--- src/rtl/arith_index_cast_buf.sv ---
// arith_index_cast_buf: elastic index-width converter with a small result FIFO.
// Each accepted beat is converted once (extend, pass-through or truncate) at push
// time; lossy truncations are flagged per beat and tallied in a saturating counter.
// Optional macro ARITH_INDEX_CAST_SAT_EN: lossy truncations saturate instead of wrap.
module arith_index_cast_buf #(
  parameter int IN_WIDTH  = 64,
  parameter int OUT_WIDTH = 32,
  parameter int SIGNED    = 1,
  parameter int DEPTH     = 2
) (
  input  logic                 clk,
  input  logic                 rst,
  input  logic                 in_valid,
  output logic                 in_ready,
  input  logic [IN_WIDTH-1:0]  in_data,
  output logic                 out_valid,
  input  logic                 out_ready,
  output logic [OUT_WIDTH-1:0] out_data,
  output logic                 out_trunc,
  output logic [15:0]          ovf_count,
  input  logic                 ovf_clear
);

  localparam int AW = $clog2(DEPTH);

  logic [AW:0]          wr_ptr;
  logic [AW:0]          rd_ptr;
  logic [OUT_WIDTH-1:0] data_mem [DEPTH];
  logic [DEPTH-1:0]     trunc_mem;
  logic                 full;
  logic                 empty;
  logic                 push;
  logic                 pop;
  logic [OUT_WIDTH-1:0] conv_data;
  logic                 conv_trunc;

  // Conversion of the incoming index, selected by the relative widths.
  generate
    if (OUT_WIDTH > IN_WIDTH) begin : g_widen
      localparam int EXT = OUT_WIDTH - IN_WIDTH;
      logic ext_bit;
      assign ext_bit    = (SIGNED != 0) ? in_data[IN_WIDTH-1] : 1'b0;
      assign conv_data  = {{EXT{ext_bit}}, in_data};
      assign conv_trunc = 1'b0;
    end else if (OUT_WIDTH == IN_WIDTH) begin : g_pass
      assign conv_data  = in_data;
      assign conv_trunc = 1'b0;
    end else begin : g_narrow
      logic [OUT_WIDTH-1:0] low_bits;
      assign low_bits = in_data[OUT_WIDTH-1:0];

      if (SIGNED != 0) begin : g_signed_chk
        // The dropped bits plus the new sign bit must all match the old sign.
        logic [IN_WIDTH-OUT_WIDTH:0] sign_field;
        assign sign_field = in_data[IN_WIDTH-1:OUT_WIDTH-1];
        assign conv_trunc = !((&sign_field) || !(|sign_field));
      end else begin : g_unsigned_chk
        assign conv_trunc = |in_data[IN_WIDTH-1:OUT_WIDTH];
      end

`ifdef ARITH_INDEX_CAST_SAT_EN
      logic [OUT_WIDTH-1:0] sat_data;
      // Clamp value: all ones when unsigned, otherwise max positive or min negative.
      always_comb begin
        sat_data = '1;
        if (SIGNED != 0) begin
          sat_data = {OUT_WIDTH{~in_data[IN_WIDTH-1]}};
          sat_data[OUT_WIDTH-1] = in_data[IN_WIDTH-1];
        end
      end
      assign conv_data = conv_trunc ? sat_data : low_bits;
`else
      assign conv_data = low_bits;
`endif
    end
  endgenerate

  // Pointer MSB is the wrap flag; equal addresses with differing wrap means full.
  assign full      = (wr_ptr[AW] != rd_ptr[AW]) && (wr_ptr[AW-1:0] == rd_ptr[AW-1:0]);
  assign empty     = (wr_ptr == rd_ptr);
  assign in_ready  = !full;
  assign out_valid = !empty;
  assign push      = in_valid && in_ready;
  assign pop       = out_valid && out_ready;
  assign out_data  = data_mem[rd_ptr[AW-1:0]];
  assign out_trunc = trunc_mem[rd_ptr[AW-1:0]];

  // Storage: converted beats are written at the write pointer; reset clears all entries.
  always_ff @(posedge clk or posedge rst) begin
    if (rst) begin
      for (int i = 0; i < DEPTH; i++) begin
        data_mem[i] <= '0;
      end
      trunc_mem <= '0;
    end else if (push) begin
      data_mem[wr_ptr[AW-1:0]]  <= conv_data;
      trunc_mem[wr_ptr[AW-1:0]] <= conv_trunc;
    end
  end

  // Pointer update: each pointer advances independently on its own handshake.
  always_ff @(posedge clk or posedge rst) begin
    if (rst) begin
      wr_ptr <= '0;
      rd_ptr <= '0;
    end else begin
      if (push) begin
        wr_ptr <= wr_ptr + 1'b1;
      end
      if (pop) begin
        rd_ptr <= rd_ptr + 1'b1;
      end
    end
  end

  // Lossy-beat counter: counts at push, saturates, and a clear beats an increment.
  always_ff @(posedge clk or posedge rst) begin
    if (rst) begin
      ovf_count <= 16'd0;
    end else if (ovf_clear) begin
      ovf_count <= 16'd0;
    end else if (push && conv_trunc && (ovf_count != 16'hFFFF)) begin
      ovf_count <= ovf_count + 16'd1;
    end
  end

endmodule

--- config.mk ---
export PLATFORM = sky130hd
export DESIGN_NAME = arith_index_cast_buf
export DESIGN_NICKNAME = d
export VERILOG_FILES = /design/src/rtl/arith_index_cast_buf.sv
export SDC_FILE = /design/constraint.sdc
export NUM_CORES = 1
export LEC_CHECK = 0
export ABC_AREA = 1
export BUFFER_PORTS_ARGS = -buffer_cell sky130_fd_sc_hd__clkbuf_2
export CAP_MARGIN = 20
export CORE_UTILIZATION = 40
export CTS_BUF_LIST = sky130_fd_sc_hd__clkbuf_8
export DETAILED_ROUTE_END_ITERATION = 6
export MAX_ROUTING_LAYER = met4
export PLACE_DENSITY = 0.75
export SLEW_MARGIN = 20
export SYNTH_ARGS = -nofsm -noshare
export SYNTH_HDL_FRONTEND = slang
export SYNTH_SLANG_ARGS = --single-unit
--- constraint.sdc ---
create_clock -name clk -period 2.6 [get_ports clk]
set_input_delay 0.13 -clock clk [delete_from_list [all_inputs] [get_ports clk]]
set_output_delay 0.13 -clock clk [all_outputs]
set_load 0.02 [all_outputs]
-- Word level (Yosys, flattened, before mapping)
Cells that the tools add are included.
- add/sub/neg operators: 3
- magnitude comparators: 6
- eq/ne operators: 4
- multiplexer cells: 13
- bitwise operators: 2
- reduce and logical (&&, ||, !) cells: 15
- operators with widths (kind ; count):
    two-way mux 32 bit ; 4
    bitwise mux 64 bit ; 1
    AND reduction 33 bit ; 1
    OR reduction 33 bit ; 1
    demux 32 bit (select 1 bit) ; 1
    two-way mux 16 bit ; 2
    adder 16 x 1 -> 16 bit, second input constant ; 1
    inequality test 16 bit, second input constant ; 1
    logical AND 1 bit ; 7
    adder 2 x 1 -> 2 bit, second input constant ; 2
    >= comparator 2 bit, second input constant ; 2
    zero test 1 bit ; 4
    < comparator 1 x 2 -> 1 bit, second input constant ; 2
    NOT 1 -> 2 bit ; 2
    two-way mux 1 bit ; 3
    bitwise mux 2 bit ; 1
    equality test 2 bit ; 1
    < comparator 2 x 1 -> 1 bit, second input constant ; 1
    nonzero test 2 bit ; 1
    demux 1 bit (select 1 bit) ; 1
    equality test 1 bit ; 1
    >= comparator 1 bit, second input constant ; 1
    logical OR 1 bit ; 1
    inequality test 1 bit ; 1
- bits in registers: 86
- input bits: 69
- output and inout port bits: 51
- word-level logic and storage cells: 49

-- Longest topological paths before layout
Gate-level depths: netlist of run 1.
- word-level depth: 8
- gate-level depth with buffers: 11
- gate-level depth less buffers: 10

-- Least setup slack after synthesis of run 1
Ideal clock, no wire load.
- kind: reg2reg
- start: register ovf_count[0]
- end: register ovf_count[7]
- setup time: 0.119 ns
- data arrival time: 1.656 ns
- required time: 2.481 ns
- setup slack: 0.825 ns
- stages on the path, launching flop included: 12
- buffers on the path: 1
- period minus slack after synthesis: 1.775 ns
- cell sequence: dfrtp_1 -> ha_1 -> nand2_1 -> nor2_1 -> nand2_1 -> nor2_2 -> nand4_1 -> nand2_1 -> nor2_4 -> buf_6 -> nand3_1 -> nand2_1
- longest elaborated chain between the ends: 3
- elaborated cells on any way between the ends: 6
- those cells by class: 1 x add/sub; 1 x eq/ne; 2 x mux; 2 x reduce/logical
- RTL lines (what ; line ; RTL):
    start: declaration ; 20 ; output logic [15:0] ovf_count,
    start signal: assignment ; 123 ; ovf_count <= ovf_count + 16'd1;
    adder 16 x 1 -> 16 bit or inequality test 16 bit (tied branches) ; 123, 122 ;
    two-way mux 16 bit or logical AND 1 bit (tied branches) ; 122 ; end else if (push && conv_trunc && (ovf_count != 16'hFFFF)) begin
    two-way mux 16 bit or nonzero test 2 bit (tied branches) ; -- ;
Several ways; a longest one is shown, not always the timed one. The select of a mux whose other input is x is not followed.
A chain may end at the register's enable or synchronous reset.

-- Worst setup path after layout of run 1
- start: register ovf_count[0]
- end: register ovf_count[12]
The elaborated chain is that of the path after synthesis.

==> flow_summary.yaml, run 1 <==
cells_and_area:
  fin_nets: 787
  drive_above_1_share_pct: 20.8
  area_delta_synth_final_pct: 28.1
  ff_latch_area_um2: 2150
  nFillCells: 993
  n_antenna_cell: 0
  multiInputGateArea_um2: 1810
die:
  initial_core_util_pct: 41.4
  rows: 37
  die_w_um: 106
  core_area_um2: 10400
  die_h_um: 106
  die_area_um2: 11200
  ios: 120
clocking:
  clkTransAtPathRegs_ns: 0.09
  clock_latency_ns: 0.35
  h-tree-depth: 3
  numCtsBuffers: 9
  cts_max_path_buffers: 2
  cts.sink_count: 86
  cts_tree: "done"
  cts_root_buf: "clkbuf_8"
timing:
  tightest_slew_ns: 0.905
  finClkSkew_ns: 0.0141
  hold_violations: 0
  fin_setup_tns_ns: 0
  slew_viol_final: 0
  finalCriticalPeriod_ns: 1.91
  holdWs_ns: 0.0250
  clock.fmax_mhz: 522
  rsz0062_at_grt: "false"
  setup_viol: 0
  min_period_over_period_pct: 73.6
  worst_slew_margin_rel_pct: 39.6
yosys:
  postSynth.asyncResetShare_pct: 100
  ys_ff_latch: 86
  synth_edf_count: 0
  ys.flop_type: "dfrtp_1"
  syn_nets: 648
  synth_area_per_cell_um2: 7.44
  postSynthCellCount: 578
  synthesis.area_um2: 4300
  ys_seq_area_share_pct: 50.1
  yosysWarnings: 0
  yosysUniqueCellTypes: 24
drt:
  routed_wirelength_um: 10300
  routedWlPerCell_um: 12.0
  firstDrtPassIters: 5
  vias: 4132
  drc: 0
  ant_nets: 0
  via_per_inst: 4.82
  dr.first_iter.drc_count: 257
setup_path:
  cp-start-kind: "register"
  required_ns: 2.82
  crit_type: "reg -> reg"
  end_kind: "register"
  crit_arrival_ns: 2.14
  critPathMaxFanout: 16
grt:
  grt_pass1_vias: 4058
  antenna_found_initial: 0
  grt-ovfl-total: 0
  track_usage_pct: 20.5
  grt_start_max_net_pins: 68
  grt_pass1_wl_um: 18100
pwr:
  leakage_uw: 0.00296
  pwr_density_cell_nw_per_um2: 1050
  peakVddDrop_mv: 0.548
worst_hold_path:
  hp-class: "in -> reg"
outcome:
  status: "finished clean"
placed_design:
  gp_congestion: 0.868
  io_buffers: 119
  dp_hpwl_um: 7160
run:
  maxCapViolCount: 0
kinds of logic (layout without fill, tap and decap cells):
kind of cell / count (synthesis) / after routing / share of synthesized area, %
flip-flops: 86 / 86 / 50.1
adder cells (fa/ha/maj): 1 / 1 / 0.291
XOR/XNOR: 14 / 14 / 2.85
buffers and inverters: 82 / 226 / 8.03
AND/OR/NAND/NOR: 326 / 326 / 30.7
AO/OA/AOI/OAI: 69 / 69 / 8.06
power breakdown:
part	internal (uW)	total [uW]	switching, uW
sequential	1880	2130	248
combinational	868	2730	1860
clock	445	922	477
total	3200	5780	2580
critical path, stage by stage, from the launching register on:
cell,delay (ns)
dfrtp_1,0.43
ha_1,0.23
nand2_1,0.08
nor2_1,0.07
nand2_1,0.16
nor2_2,0.06
nand3_1,0.09
nand4_2,0.40
nand3_1,0.19
nand2_1,0.07
layout by cell type, fill, tap and decap left out, drive strengths merged:
master,n
clkinv,2
buf,5
a21oi,1
inv,58
nand2,230
clkbuf,128
xnor2,5
nor3,1
nand4,7
or3,1
dfrtp,86
clkinvlp,3
o21ai,67
o22ai,1
dlygate4sd3,29
nor2,47
xor2,9
bufinv,1
nand3,40
ha,1
worst paths after layout:
path	from	to	slack (ns)	cells after the start
worst min register to register	data_mem[2]	data_mem[2]	0.48	2
worst min-delay path	in_data[28]	data_mem[28]	0.03	3
max in group asynchronous	rst	data_mem[56]	1.63	5
worst max register to register	ovf_count[0]	ovf_count[12]	0.69	9
worst max-delay path	ovf_count[0]	ovf_count[12]	0.69	9
min in group asynchronous	rst	ovf_count[1]	0.24	3
Yosys cell counts (2+ instances only):
master,count,area (um2)
nand2_1,228,856
dfrtp_1,86,2150
o21ai_0,67,335
inv_1,55,206
nor2_1,44,165
nand3_1,40,200
buf_2,9,45.0
clkbuf_1,9,33.8
xor2_1,9,78.8
nand4_1,6,37.5
xnor2_1,5,43.8
buf_4,3,22.5
buf_1,2,7.51
buf_6,2,22.5
inv_2,2,7.51
nand2_2,2,12.5
nor2_2,2,12.5
repair_timing:
item | 4_1_cts | 5_1_grt
hold buffers | 29 | 0
hold endpoints to repair | 100 | 0
gates resized for setup | 0 | 0
setup buffers | 0 | 0
registers in the layout, indices dropped and copies added, names as in the netlist:
| signal | flops |
|---|---|
| data_mem | 64 |
| ovf_count | 16 |
| rd_ptr | 2 |
| trunc_mem | 2 |
| wr_ptr | 2 |
final cells by class:
cell class,count,area share (%)
timing repair buffer,153,17.5
tap,136,3.09
clock buffer,9,2.25
sequential,86,39.1
multi-input combinational,410,32.8
clock inverter,7,1.34
inverter,57,3.91
per-stage QoR:
stage,util (%),instances,instance area (um2),power [uW],setup WS (ns)
after detailed placement,48.2,812,5000,4860,0.686
after global routing,53.1,858,5510,6320,0.456
after floorplan,-,578,4300,4050,0.248
final,53.1,858,5510,5780,0.686
after CTS,52.9,857,5490,5840,0.657
after global placement,48.2,812,5000,4760,0.754
per-layer routing:
layer  part of all wire [%]  wire length (um)  up-vias  track usage (%)
li1                       -                 -     2072                -
met1                     44              4550     1929             24.6
met5                      0                 0        -                -
met4                    1.1               108        0             6.65
met2                     49              5060      116             34.0
met3                    5.4               553       15             4.82
Note: power is estimated with default switching activity, not from simulation.
==> run 2: changes to the inputs <==
==> constraint.sdc (replaced) <==
create_clock -name clk -period 1.9 [get_ports clk]
set_input_delay 0.095 -clock clk [delete_from_list [all_inputs] [get_ports clk]]
set_output_delay 0.095 -clock clk [all_outputs]
set_load 0.02 [all_outputs]
==> flow_summary.yaml, run 2 (synthesized netlist as in run 1, its figures left out) <==
setup_path:
  crit_type: "reg -> reg"
  cp-start-kind: "register"
  crit_arrival_ns: 1.92
  required_ns: 2.13
  critPathMaxFanout: 15
  end_kind: "register"
  r2r_end: "ovf_count[5]"
  r2r_cells: 11
  rrSetupSlack_ns: 0.21
  r2r_start: "ovf_count[0]"
timing:
  setup_viol: 0
  rsz0062_at_grt: "false"
  setup_ws_ns: 0.210
  tightest_slew_ns: 0.473
  min_period_over_period_pct: 88.9
  finClkSkew_ns: 0.00669
  hold_violations: 0
  clock.fmax_mhz: 592
  fin_setup_tns_ns: 0
  worst_slew_margin_rel_pct: 68.5
  slew_viol_final: 0
  finalCriticalPeriod_ns: 1.69
grt:
  grt_start_max_net_pins: 87
  track_usage_pct: 20.3
  grt_pass1_wl_um: 18000
  antenna_found_initial: 0
  grt-ovfl-total: 0
  grt_pass1_vias: 4107
drt:
  dr.first_iter.drc_count: 268
  via_per_inst: 4.83
  firstDrtPassIters: 5
  routedWlPerCell_um: 11.8
  ant_nets: 0
  drc: 0
  vias: 4199
  routed_wirelength_um: 10300
worst_hold_path:
  hp-class: "in -> reg"
  min_to: "rd_ptr[0]"
  hp-start: "out_ready"
  whs_path_depth: 3
cells_and_area:
  final_common_cell: "nand2_1"
  area_delta_synth_final_pct: 32.3
  final_cell_mix: "nand2_1, clkbuf_2, dfrtp_1, o21ai_0, inv_1"
  drive_above_1_share_pct: 21.9
  fin_cells: 870
  n_antenna_cell: 0
  top_register: "data_mem"
  largest_register_ffs: 64
  top_regs: "data_mem (64), ovf_count (16)"
  fin_nets: 800
pwr:
  combPwrFrac_pct: 46.9
  leakage_uw: 0.00305
  p_sw_share_pct: 42.7
  peakVddDrop_mv: 0.679
  p_switching_uw: 3570
  pwr_density_cell_nw_per_um2: 1470
  pwr-share-clk_pct: 18.5
  sequentialPowerShare_pct: 34.6
  intPower_uw: 4790
placed_design:
  io_buffers: 119
  dp_hpwl_um: 6850
  dp_cells: 818
  dp_slack_ns: 0.0253
  gp_congestion: 0.827
run:
  maxCapViolCount: 0
clocking:
  h-tree-depth: 3
  cts_root_buf: "clkbuf_8"
  cts.sink_count: 86
  numCtsBuffers: 9
  clkTransAtPathRegs_ns: 0.08
  cts_max_path_buffers: 2
  clock_latency_ns: 0.34
  cts_tree: "done"
die:
  die_area_um2: 11200
  die_w_um: 106
  initial_core_util_pct: 41.4
  core_area_um2: 10400
  die_h_um: 106
  ios: 120
  rows: 37
outcome:
  status: "finished clean"
-- run 2: power groups by stage --
stage / sequential (uW) / clock [uW] / combinational (uW)
3_3_place_gp: 2910 / 0 / 3650
4_1_cts: 2900 / 1590 / 3820
3_5_place_dp: 2940 / 0 / 3740
6_report: 2900 / 1550 / 3920
5_1_grt: 2980 / 1660 / 4410
2_1_floorplan: 2880 / 0 / 2670
-- run 2: repair_timing --
item | CTS | global route
hold buffers | 33 | 0
gates resized for setup | 0 | 7
endpoints found under the hold margin | 147 | 0
buffers inserted | 0 | 4
endpoints found under the setup margin | 0 | 21
-- run 2: worst max-delay path by stage --
stage / startpoint / cells after the start / to
after global routing: ovf_count[0] / 11 / ovf_count[5]
after detailed placement: ovf_count[0] / 9 / ovf_count[2]
final: ovf_count[0] / 11 / ovf_count[5]
after global placement: ovf_count[0] / 9 / ovf_count[15]
after floorplan: ovf_count[0] / 11 / ovf_count[7]
after CTS: ovf_count[0] / 9 / ovf_count[2]
-- run 2: area by class of cell --
cell class | instances | area (um2)
Fill cell | 951 | 4680
Sequential cell | 86 | 2150
Multi-Input combinational cell | 410 | 1830
Timing Repair Buffer | 166 | 1070
Inverter | 57 | 220
Tap cell | 136 | 170
Clock buffer | 10 | 138
Clock inverter | 5 | 106
-- run 2: worst max-delay path, cell delays in order (launching register included) --
cell and delay (ns):
dfrtp_1 0.39, ha_1 0.18, nand2_1 0.09, nor2_2 0.15, nand2_2 0.11, nor2_4 0.13
nand4_1 0.09, nand2_1 0.12, nor2_4 0.05, buf_12 0.15, nand3_1 0.06, nand2_1 0.06
-- run 2: through the flow --
step | util (%) | hold slack (ns) | power (uW) | area (um2)
2_1_floorplan | - | 0.205 | 5550 | 4300
3_3_place_gp | 48.6 | 0.251 | 6560 | 5040
3_5_place_dp | 48.6 | 0.255 | 6680 | 5040
4_1_cts | 54.2 | 0.0158 | 8320 | 5620
5_1_grt | 54.8 | 0.0575 | 9050 | 5690
6_report | 54.8 | 0.0446 | 8360 | 5690
-- run 2: metal layers --
layer / routed length (um) / global-route usage [%] / vias to the layer above
li1: - / - / 2098
met1: 4690 / 25.1 / 1984
met2: 4950 / 34.2 / 101
met3: 462 / 2.84 / 16
met4: 159 / 6.65 / 0
met5: 0 / - / -
==> run 3: changes to the inputs <==
--- a/config.mk
+++ b/config.mk
@@ -8,11 +8,11 @@
 export ABC_AREA = 1
 export BUFFER_PORTS_ARGS = -buffer_cell sky130_fd_sc_hd__clkbuf_2
 export CAP_MARGIN = 20
-export CORE_UTILIZATION = 40
+export CORE_UTILIZATION = 35
 export CTS_BUF_LIST = sky130_fd_sc_hd__clkbuf_8
 export DETAILED_ROUTE_END_ITERATION = 6
 export MAX_ROUTING_LAYER = met4
-export PLACE_DENSITY = 0.75
+export PLACE_DENSITY = 0.68
 export SLEW_MARGIN = 20
 export SYNTH_ARGS = -nofsm -noshare
 export SYNTH_HDL_FRONTEND = slang
==> flow_summary.yaml, run 3 (synthesized netlist as in run 1, its figures left out) <==
outcome:
  status: "finished clean"
drt:
  firstDrtPassIters: 6
  routedWlPerCell_um: 12.0
  via_per_inst: 4.61
  vias: 4067
  ant_nets: 0
  routed_wirelength_um: 10600
  drc: 0
  dr.first_iter.drc_count: 267
placed_design:
  dp_hpwl_um: 6900
  dp_cells: 831
  gp_congestion: 0.812
  io_buffers: 119
cells_and_area:
  largest_register_ffs: 64
  top_regs: "data_mem (64), ovf_count (16)"
  top_register: "data_mem"
  nFillCells: 1231
  drive_above_1_share_pct: 21.2
  fin_nets: 801
  n_antenna_cell: 0
  fin_cells: 882
  area_delta_synth_final_pct: 30.9
  final_common_cell: "nand2_1"
  final_cell_mix: "nand2_1, clkbuf_2, dfrtp_1, o21ai_0, inv_1"
setup_path:
  crit_arrival_ns: 2.02
  crit_chain: "ha_1 -> nand2_1 -> nor2_1 -> nand2_2 -> nor2_4 -> nand4_1 -> nand2_1 -> nor2_4 -> buf_12 -> nand3_1 -> nand2_1"
  rrSetupSlack_ns: 0.14
  cp.depth: 11
  critPathMaxFanout: 16
  cp-startpoint: "ovf_count[1]"
  endpoint: "ovf_count[5]"
  cp_slowest_cell: "dfrtp_1"
  required_ns: 2.15
  cp-start-kind: "register"
  r2r_cells: 11
  critPathTopFamily: "simple AND/OR/NAND/NOR gates"
  r2r_start: "ovf_count[1]"
  r2r_end: "ovf_count[5]"
  path_buf_inv: 1
  slowest_delay_ns: 0.41
  end_kind: "register"
  crit_type: "reg -> reg"
  crit_top_cell: "nand2_1"
worst_hold_path:
  hp-start: "in_valid"
  hp-class: "in -> reg"
clocking:
  numCtsBuffers: 9
  h-tree-depth: 3
  cts_tree: "done"
  cts_max_path_buffers: 2
  clkTransAtPathRegs_ns: 0.08
  cts.sink_count: 86
  clock_latency_ns: 0.37
  cts_root_buf: "clkbuf_8"
grt:
  grt_start_max_net_pins: 87
  grt_pass1_vias: 3819
  track_usage_pct: 18.1
  antenna_found_initial: 0
  grt-ovfl-total: 0
  grt_pass1_wl_um: 17700
pwr:
  peakVddDrop_mv: 1.25
  combPwrFrac_pct: 49.1
  leakage_uw: 0.00304
  intPower_uw: 4480
  p_switching_uw: 3540
  p_sw_share_pct: 44.2
  pwr-share-clk_pct: 14.9
  pwr_density_cell_nw_per_um2: 1430
  sequentialPowerShare_pct: 36.0
timing:
  worst_slew_margin_rel_pct: 58.1
  slew_viol_final: 0
  finalCriticalPeriod_ns: 1.76
  holdWs_ns: 0.0711
  hold_violations: 0
  min_period_over_period_pct: 92.9
  finClkSkew_ns: 0.00753
  clock.fmax_mhz: 567
  setup_viol: 0
  tightest_slew_ns: 0.627
die:
  core_area_um2: 12000
  initial_core_util_pct: 35.8
  ios: 120
  die_w_um: 113
  rows: 40
  die_h_um: 113
  die_area_um2: 12700
run:
  maxCapViolCount: 0
[run 3: cell types whose count changed in the layout (fill, tap and decap cells not counted), sizes merged]
cell,change
dlygate4sd3,+1
clkbuf,-1
clkinvlp,-1
clkinv,+1
inv,+3
bufinv,-2
[run 3: per-stage QoR]
stage	setup slack [ns]	TNS, ns	total power, uW	utilization [%]	instance area, um2
after detailed placement	0.0825	0	6760	42.2	5070
after global placement	0.178	0	6670	42.2	5070
after floorplan	0.125	0	5550	-	4300
after global routing	-0.00217	-0.00217	8700	46.8	5630
final	0.136	0	8020	46.8	5630
after CTS	0.0102	0	8060	46.5	5590
[run 3: final cells by class]
cell class	instances	area, um2	area share [%]
Clock inverter	6	50.0	0.889
Clock buffer	9	124	2.20
Tap cell	147	184	3.27
Multi-Input combinational cell	410	1820	32.3
Sequential cell	86	2150	38.3
Timing Repair Buffer	167	1080	19.2
Inverter	57	218	3.87
[run 3: worst min-delay path: cells and delay by family]
family	cells	cell delay (ns)
buffers and inverters	1	0.09
AND/OR/NAND/NOR	3	0.21
[run 3: worst min path at each step]
stage	cells after the start	endpoint
6_report	4	wr_ptr[0]
4_1_cts	4	wr_ptr[0]
3_5_place_dp	3	ovf_count[13]
2_1_floorplan	2	data_mem[0]
5_1_grt	4	wr_ptr[0]
3_3_place_gp	3	ovf_count[13]
[run 3: routing by layer]
metal	wire [um]	global-route usage, %
met5	0	-
met4	102	4.89
met3	446	5.41
met2	5090	30.1
met1	4970	21.4
[run 3: what timing repair did]
item | CTS | global route
setup buffers | 0 | 2
resized for setup | 0 | 3
endpoints found under the hold margin | 151 | 0
setup endpoints to repair | 0 | 31
hold buffers | 34 | 0
[run 3: power groups by stage]
stage               combinational [uW]  clock (uW)  sequential, uW
finish                            3940        1200            2890
global route                      4410        1320            2960
CTS                               3900        1270            2890
detailed placement                3830           0            2920
global placement                  3770           0            2890
floorplan                         2670           0            2880
